<file path="config.mk">
export PLATFORM = sky130hd
export DESIGN_NAME = harv_dmem_wb_bridge
export DESIGN_NICKNAME = d
export VERILOG_FILES = /design/src/rtl/harv_dmem_wb_bridge.sv
export SDC_FILE = /design/constraint.sdc
export NUM_CORES = 1
export LEC_CHECK = 0
export CAP_MARGIN = 20
export CORE_UTILIZATION = 48
export DETAILED_ROUTE_END_ITERATION = 8
export PLACE_DENSITY = 0.86
export SLEW_MARGIN = 20
export SYNTH_ARGS = -nofsm -noshare
export SYNTH_HDL_FRONTEND = slang
export SYNTH_SLANG_ARGS = --single-unit
</file>
<file path="constraint.sdc">
create_clock -name clk -period 5.31 [get_ports clk]
set_clock_uncertainty 0.2 [all_clocks]
set_input_delay 0.7965 -clock clk [delete_from_list [all_inputs] [get_ports clk]]
set_output_delay 0.7965 -clock clk [all_outputs]
set_load 0.05 [all_outputs]
</file>
<file path="src/rtl/harv_dmem_wb_bridge.sv">
// Bridges the HARV data-memory request port onto a single-outstanding Wishbone
// classic master, handling lane selects, store replication, load extension and timeout.
module harv_dmem_wb_bridge #(
   parameter int unsigned TIMEOUT_CYCLES = 1024,
   parameter int unsigned ADDR_WIDTH     = 32
) (
   input  logic                  clk,
   input  logic                  rst_n,
   input  logic                  dmem_req_i,
   input  logic                  dmem_wren_i,
   input  logic [1:0]            dmem_size_i,
   input  logic                  dmem_usgn_i,
   input  logic [ADDR_WIDTH-1:0] dmem_addr_i,
   input  logic [31:0]           dmem_wdata_i,
   output logic                  dmem_gnt_o,
   output logic                  dmem_err_o,
   output logic [31:0]           dmem_rdata_o,
   output logic                  wb_cyc_o,
   output logic                  wb_stb_o,
   output logic                  wb_we_o,
   output logic [3:0]            wb_sel_o,
   output logic [ADDR_WIDTH-1:0] wb_addr_o,
   output logic [31:0]           wb_data_o,
   input  logic [31:0]           wb_data_i,
   input  logic                  wb_ack_i,
   input  logic                  wb_err_i
);

   localparam int unsigned CNT_W   = (TIMEOUT_CYCLES > 1) ? $clog2(TIMEOUT_CYCLES) : 1;
   localparam int unsigned TO_LAST = (TIMEOUT_CYCLES > 0) ? TIMEOUT_CYCLES - 1 : 0;
   localparam logic [CNT_W-1:0] CNT_LAST = CNT_W'(TO_LAST);

   typedef enum logic [1:0] {IDLE, BUS, RESP} state_e;

   state_e                state_q, state_d;
   logic                  cyc_q, cyc_d;
   logic                  we_q, we_d;
   logic [3:0]            sel_q, sel_d;
   logic [ADDR_WIDTH-1:0] addr_q, addr_d;
   logic [31:0]           wdat_q, wdat_d;
   logic                  gnt_q, gnt_d;
   logic                  err_q, err_d;
   logic [31:0]           rdata_q, rdata_d;
   logic [1:0]            size_q, size_d;
   logic                  usgn_q, usgn_d;
   logic [1:0]            lane_q, lane_d;
   logic [CNT_W-1:0]      cnt_q, cnt_d;

   logic                  misaligned;
   logic                  timeout_hit;
   logic [3:0]            lane_sel;
   logic [31:0]           lane_data;
   logic [31:0]           load_ext;
   logic [7:0]            load_byte;
   logic [15:0]           load_half;

   // Request decode: alignment, byte-lane selects and replicated store data.
   always_comb begin
      misaligned = 1'b0;
      lane_sel   = 4'b1111;
      lane_data  = dmem_wdata_i;
      case (dmem_size_i)
         2'b00: begin
            lane_sel  = 4'b0001 << dmem_addr_i[1:0];
            lane_data = {4{dmem_wdata_i[7:0]}};
         end
         2'b01: begin
            misaligned = dmem_addr_i[0];
            lane_sel   = dmem_addr_i[1] ? 4'b1100 : 4'b0011;
            lane_data  = {2{dmem_wdata_i[15:0]}};
         end
         default: misaligned = (dmem_addr_i[1:0] != 2'b00);
      endcase
   end

   always_comb begin
      load_byte = wb_data_i[{lane_q, 3'b000} +: 8];
      load_half = lane_q[1] ? wb_data_i[31:16] : wb_data_i[15:0];
      case (size_q)
         2'b00:   load_ext = {{24{~usgn_q & load_byte[7]}}, load_byte};
         2'b01:   load_ext = {{16{~usgn_q & load_half[15]}}, load_half};
         default: load_ext = wb_data_i;
      endcase
   end

   assign timeout_hit = (TIMEOUT_CYCLES != 0) && (cnt_q == CNT_LAST);

   always_ff @(posedge clk or negedge rst_n) begin
      if (!rst_n) begin
         state_q <= IDLE;
      end else begin
         state_q <= state_d;
      end
   end

   always_comb begin
      state_d = state_q;
      case (state_q)
         IDLE: if (dmem_req_i) state_d = misaligned ? RESP : BUS;
         BUS:  if (wb_ack_i || wb_err_i || timeout_hit) state_d = RESP;
         RESP: state_d = IDLE;
         default: state_d = IDLE;
      endcase
   end

   // Registered outputs are computed here one cycle ahead; ack wins over err over timeout.
   always_comb begin
      cyc_d   = cyc_q;
      we_d    = we_q;
      sel_d   = sel_q;
      addr_d  = addr_q;
      wdat_d  = wdat_q;
      gnt_d   = 1'b0;
      err_d   = err_q;
      rdata_d = rdata_q;
      size_d  = size_q;
      usgn_d  = usgn_q;
      lane_d  = lane_q;
      cnt_d   = cnt_q;
      case (state_q)
         IDLE: begin
            if (dmem_req_i) begin
               size_d = dmem_size_i;
               usgn_d = dmem_usgn_i;
               lane_d = dmem_addr_i[1:0];
               if (misaligned) begin
                  gnt_d   = 1'b1;
                  err_d   = 1'b1;
                  rdata_d = '0;
               end else begin
                  cyc_d  = 1'b1;
                  we_d   = dmem_wren_i;
                  sel_d  = lane_sel;
                  addr_d = {dmem_addr_i[ADDR_WIDTH-1:2], 2'b00};
                  wdat_d = lane_data;
                  cnt_d  = '0;
               end
            end
         end
         BUS: begin
            cnt_d = cnt_q + CNT_W'(1);
            if (wb_ack_i) begin
               cyc_d   = 1'b0;
               gnt_d   = 1'b1;
               err_d   = 1'b0;
               rdata_d = we_q ? 32'h0 : load_ext;
            end else if (wb_err_i || timeout_hit) begin
               cyc_d   = 1'b0;
               gnt_d   = 1'b1;
               err_d   = 1'b1;
               rdata_d = '0;
            end
         end
         default: ;
      endcase
   end

   always_ff @(posedge clk or negedge rst_n) begin
      if (!rst_n) begin
         cyc_q   <= 1'b0;
         we_q    <= 1'b0;
         sel_q   <= '0;
         addr_q  <= '0;
         wdat_q  <= '0;
         gnt_q   <= 1'b0;
         err_q   <= 1'b0;
         rdata_q <= '0;
         size_q  <= '0;
         usgn_q  <= 1'b0;
         lane_q  <= '0;
         cnt_q   <= '0;
      end else begin
         cyc_q   <= cyc_d;
         we_q    <= we_d;
         sel_q   <= sel_d;
         addr_q  <= addr_d;
         wdat_q  <= wdat_d;
         gnt_q   <= gnt_d;
         err_q   <= err_d;
         rdata_q <= rdata_d;
         size_q  <= size_d;
         usgn_q  <= usgn_d;
         lane_q  <= lane_d;
         cnt_q   <= cnt_d;
      end
   end

   assign dmem_gnt_o   = gnt_q;
   assign dmem_err_o   = err_q;
   assign dmem_rdata_o = rdata_q;
   assign wb_cyc_o     = cyc_q;
   assign wb_stb_o     = cyc_q;
   assign wb_we_o      = we_q;
   assign wb_sel_o     = sel_q;
   assign wb_addr_o    = addr_q;
   assign wb_data_o    = wdat_q;

endmodule
</file>
## After elaboration in Yosys (flattened, before gate mapping)

Index checks and enable logic that the tools add are counted.

- Bits in registers: 119
- Output and inout bits: 105
- Word-level logic and storage cells: 77

- Add/subtract/negate cells: 1
- Equal/unequal tests: 9
- Shifts and indexed selects: 2
- Mux-type cells: 34
- Bitwise operators: 4
- Reduce and logical (&&, ||, !) cells: 14

Operators by type and width:

| kind | count |
|---|---|
| case mux 32 bit (2 select lines) | 3 |
| 2-to-1 mux 32 bit | 5 |
| indexed part select 32 x 6 -> 8 bit | 1 |
| 2-to-1 mux 10 bit | 2 |
| case mux 10 bit (2 select lines) | 1 |
| 2-to-1 mux 16 bit | 1 |
| 2-to-1 mux 1 bit | 12 |
| adder 10 x 1 -> 10 bit, second input constant | 1 |
| equality test 10 bit, second input constant | 1 |
| != test 2 bit, second input constant | 4 |
| case mux 1 bit (2 select lines) | 4 |
| case mux 4 bit (2 select lines) | 1 |
| AND reduction 4 bit | 2 |
| equality test 2 x 1 -> 1 bit, second input constant | 3 |
| zero test 2 bit | 3 |
| 2-to-1 mux 2 bit | 3 |
| AND reduction 3 bit | 2 |
| 2-to-1 mux 4 bit | 1 |
| case mux 2 bit (2 select lines) | 1 |
| AND reduction 2 bit | 2 |
| nonzero test 2 bit | 2 |
| << shifter 1 x 2 -> 4 bit, first input constant | 1 |
| logical OR 1 bit | 3 |
| != test 3 bit, second input constant | 1 |
| other kinds (2) | 4 |

## Depth between registers and ports, before layout

- Word-level depth: 6
- Depth in mapped cells: 7

## Worst setup path after synthesis

OpenSTA, ideal clock, no wires.

- Kind: input to register
- Start: input port dmem_req_i
- End: register rdata_q[31], in the netlist dmem_rdata_o[31]
- Library setup time: 0.127 ns
- Arrival: 1.982 ns
- Required time: 4.983 ns
- Slack: 3.002 ns
- Stages on the path: 6
- Buffers on the path: 2
- Path through: or3b_1 -> buf_2 -> a21oi_2 -> a21oi_2 -> buf_6 -> a221o_2

- Word-level cells in the longest chain between the ends: 2

Ends and longest elaborated chain:

| element | line | text |
|---|---|---|
| start: declaration | 9 | `input logic dmem_req_i,` |
| != test 2 bit (no source line) | - |  |
| AND reduction 4 bit (no source line) | - |  |
| end signal: assignment | 180 | `rdata_q <= rdata_d;` |
| end: declaration | 43 | `logic [31:0] rdata_q, rdata_d;` |

No other way between the ends.
A chain may end at the register's enable or synchronous reset.

## Worst setup path in the final report

- Start: input port dmem_size_i[0]
- End: register wdat_q[11], in the netlist wb_data_o[11]

- Word-level cells in the longest chain between the ends: 4
- Elaborated cells between the ends (all ways): 6
- Classes of those cells: eq/ne: 1; mux: 2; bitwise: 1; reduce/logical: 2

Ends and longest elaborated chain:

| element | line | text |
|---|---|---|
| start: declaration | 11 | `input logic [1:0] dmem_size_i,` |
| equality test 2 x 1 -> 1 bit or zero test 2 bit (tied branches) | 62 | `case (dmem_size_i)` |
| case mux 1 bit (2 select lines) | 62 |  |
| NOT 1 bit (no source line) | - |  |
| AND reduction 3 bit (no source line) | - |  |
| end signal: assignment | 177 | `wdat_q <= wdat_d;` |
| end: declaration | 40 | `logic [31:0] wdat_q, wdat_d;` |

Parallel ways exist; a longest one is shown, timed or not.

==> metrics.md <==
| Metric | Value |
|---|---|
| Hold Crit Class | `in -> async` |
| H-tree Lvls | `4` |
| CTS tree | `built` |
| CP max stage delay | `0.87 ns` |
| Arr. time, crit path | `3.37 ns` |
| Worst slew pin tran | `1.07 ns` |
| Dominant synthesized flop cell | `dfrtp_1` |
| Post-route setup TNS | `0 ns` |
| Residual DRC count | `0` |
| Setup bufs post-CTS | `0` |
| Outcome | `finished clean` |
| Req. time, crit path | `5.37 ns` |
| Insertion delay to the later sink of the worst-skew pair | `0.41 ns` |
| Mapped cell area | `5570 sq um` |
| Layout cell share with drive strength beyond 1 | `8.04%` |
| Max transition margin | `28.2%` |
| Gr ovfl total | `0` |
| Die Wd | `110 um` |
| Hold Violations, Final | `0` |
| Crit end category | `register` |
| Final setup violation count | `0` |
| Main area contributors after synthesis | `dfrtp_1 (53%), nand2_1 (12%), mux2i_1 (4.3%)` |
| Lkg Pwr | `3.77 nW` |
| Post-synth ARST share | `100%` |
| Pins Over Slew Limit | `0` |
| Core ar. | `11100 sq um` |
| DR pass1 iterations | `5` |
| CTS max path bufs | `2` |
| Initial antenna violation count | `0` |
| First-pass GRT wire length | `26200 um` |
| CP delay by family, top | `buffers and inverters` |
| Synth warnings | `0` |
| Cells after synthesis | `577` |
| Worst-path clk slew | `0.07 ns` |
| Critical path peak fanout | `49` |
| Post-route minimum period | `3.31 ns` |
| CP max-delay cell | `clkdlybuf4s50_1` |
| Max rail drop VDD | `344 uV` |
| Post-synth EDFFs | `0` |
| Post-CTS Hold Fix Bufs | `0` |
| Total clock sinks | `119` |
| Period utilization | `62.3%` |
| Routed len/inst | `18.1 um` |
| Max-cap violations | `0` |
| Final net count | `877` |
| Routability-driven placement congestion ratio | `0.856` |
| Chip Height | `110 um` |
| Total track usage | `28.9%` |
| Critical path launch point type | `input pin` |
| Top cells by count, synth | `nand2_1 (174), dfrtp_1 (119), o21ai_0 (41)` |
| # rows | `38` |
| Area growth, synth to finish | `48.5%` |
| DIE AREA | `12000 sq um` |
| Antenna diodes | `0` |
| Count leader, synth | `nand2_1` |
| Pwr dens | `524 nW/um^2` |
| Hpwl dp | `11800 um` |
| Vias | `5236` |
| Unrepaired setup endpoints after global routing | `false` |
| FMAX | `302 MHz` |
| DRT iter0 DRCs | `358` |
| Worst Path Buf+Inv | `2` |
| Largest net degree at the start of global routing | `84` |
| Cell taking the most area after synthesis | `dfrtp_1` |
| Vias in the first global route | `5349` |
| Sequential fraction of the synthesis area | `53.4%` |
| Syn avg cell area | `9.66 sq um` |
| Yosys top cell area share | `53.4%` |
| Initial core utilization | `50.3%` |
| Boundary Pins | `210` |
| Average vias per placed instance | `5.67` |
| CTS Buf Count | `17` |
| Final Core Density | `74.7%` |
| Post-CTS sizing | `0` |
| Root buf cell | `clkbuf_16` |
| Synth Register Bits | `119` |
| Routed Wire Length | `16800 um` |
| Worst path cell trace | `clkdlybuf4s50_1, nand2_1, nand3_2, buf_4, o21ai_0` |
| Number of routed nets with antenna violations | `0` |
| Unique masters post-synth | `54` |
| IO Port Bufs | `207` |
| Category of the most critical setup path | `in -> reg` |
## through the flow
step / instances / worst slack, ns / instance area [sq um] / hold WS (ns) / total power, mW
after floorplan: 578 / 3.00 / 5580 / 0.283 / 2.50
after global placement: 892 / 1.77 / 7680 / 0.258 / 3.15
after detailed placement: 892 / 1.66 / 7680 / 0.265 / 3.20
after CTS: 924 / 2.07 / 8270 / 0.281 / 4.34
after global routing: 924 / 1.83 / 8280 / 0.292 / 4.50
final: 924 / 2.00 / 8280 / 0.241 / 4.33
## routing by layer
metal,global-route usage (%),wire length [um]
met1,34.0,6340
met4,15.0,585
met3,8.06,1540
met5,0,0
met2,48.2,8300
## cell type report
cell class | count | area, sq um
Clock buffer | 17 | 425
Clock inverter | 15 | 160
Fill cell | 754 | 2800
Inverter | 9 | 33.8
Multi-Input combinational cell | 410 | 2380
Sequential cell | 119 | 2980
Tap cell | 140 | 175
Timing Repair Buffer | 214 | 2130
## power by group
group          switching, mW  internal [mW]
Clock                  0.470          0.663
Sequential             0.206           1.15
Combinational           1.22          0.624
## worst reg2reg max path, cell delays in order, from the launching register on
cell     delay (ns)
dfrtp_1        0.86
inv_1          0.36
nor2_1         0.90
a221o_2        0.31
## logic make-up (layout without fill, tap and decap cells)
logic type	count (synthesis)	after routing	share of synthesized area [%]
AOI/OAI and AO/OA	133	133	18.0
DFF	119	119	53.4
adders and majority gates	1	1	0.224
and+or+nand+nor	248	248	19.3
other	1	2	0.0673
muxes	26	26	4.78
buffers and inverters	49	255	4.20
## path summary, 6_finish.rpt
path | cells after the start | endpoint | start | slack [ns]
setup reg to reg | 3 | dmem_rdata_o[23] | size_q[1] | 2.61
max in group asynchronous | 2 | wb_cyc_o | rst_n | 3.72
min in group clk | 2 | wb_addr_o[17] | wb_addr_o[17] | 0.28
hold reg to reg | 2 | wb_addr_o[17] | wb_addr_o[17] | 0.28
hold / removal | 1 | dmem_rdata_o[22] | rst_n | 0.24
setup / recovery | 5 | wb_data_o[11] | dmem_size_i[0] | 2.00
## layout by cell type (no fill, tap or decap), types with 2 or more instances in the layout
master	n
a21o_1	4
a32oi_1	2
nand3_1	8
nor2_1	21
nor3_1	2
nor3b_1	3
a221o_2	10
inv_6	7
o22ai_1	4
nor2b_1	4
a31oi_1	4
a222oi_1	3
nand2_1	174
a211o_1	10
nand3b_1	3
and2b_1	5
a221o_1	6
a2111oi_0	8
dfrtp_1	119
o2bb2ai_1	4
o21ai_0	41
clkbuf_16	17
nand2b_1	4
or4_1	3
clkinv_4	3
clkinvlp_4	2
nand4_1	5
a22o_1	2
conb_1	2
a21oi_1	21
or3_1	6
o31ai_1	2
clkdlybuf4s50_1	206
and2_1	4
mux2i_1	24
a2111oi_4	2
inv_1	9
buf_4	7
## registers in the layout, summed over array words and instances, names as in the netlist
signal	flops
dmem_rdata_o	32
dmem_err_o	1
state_q	2
wb_we_o	1
size_q	2
cnt_q	10
usgn_q	1
wb_cyc_o	1
wb_addr_o	30
lane_q	2
wb_data_o	32
dmem_gnt_o	1
wb_sel_o	4
Power figures use the tool's default switching activity.
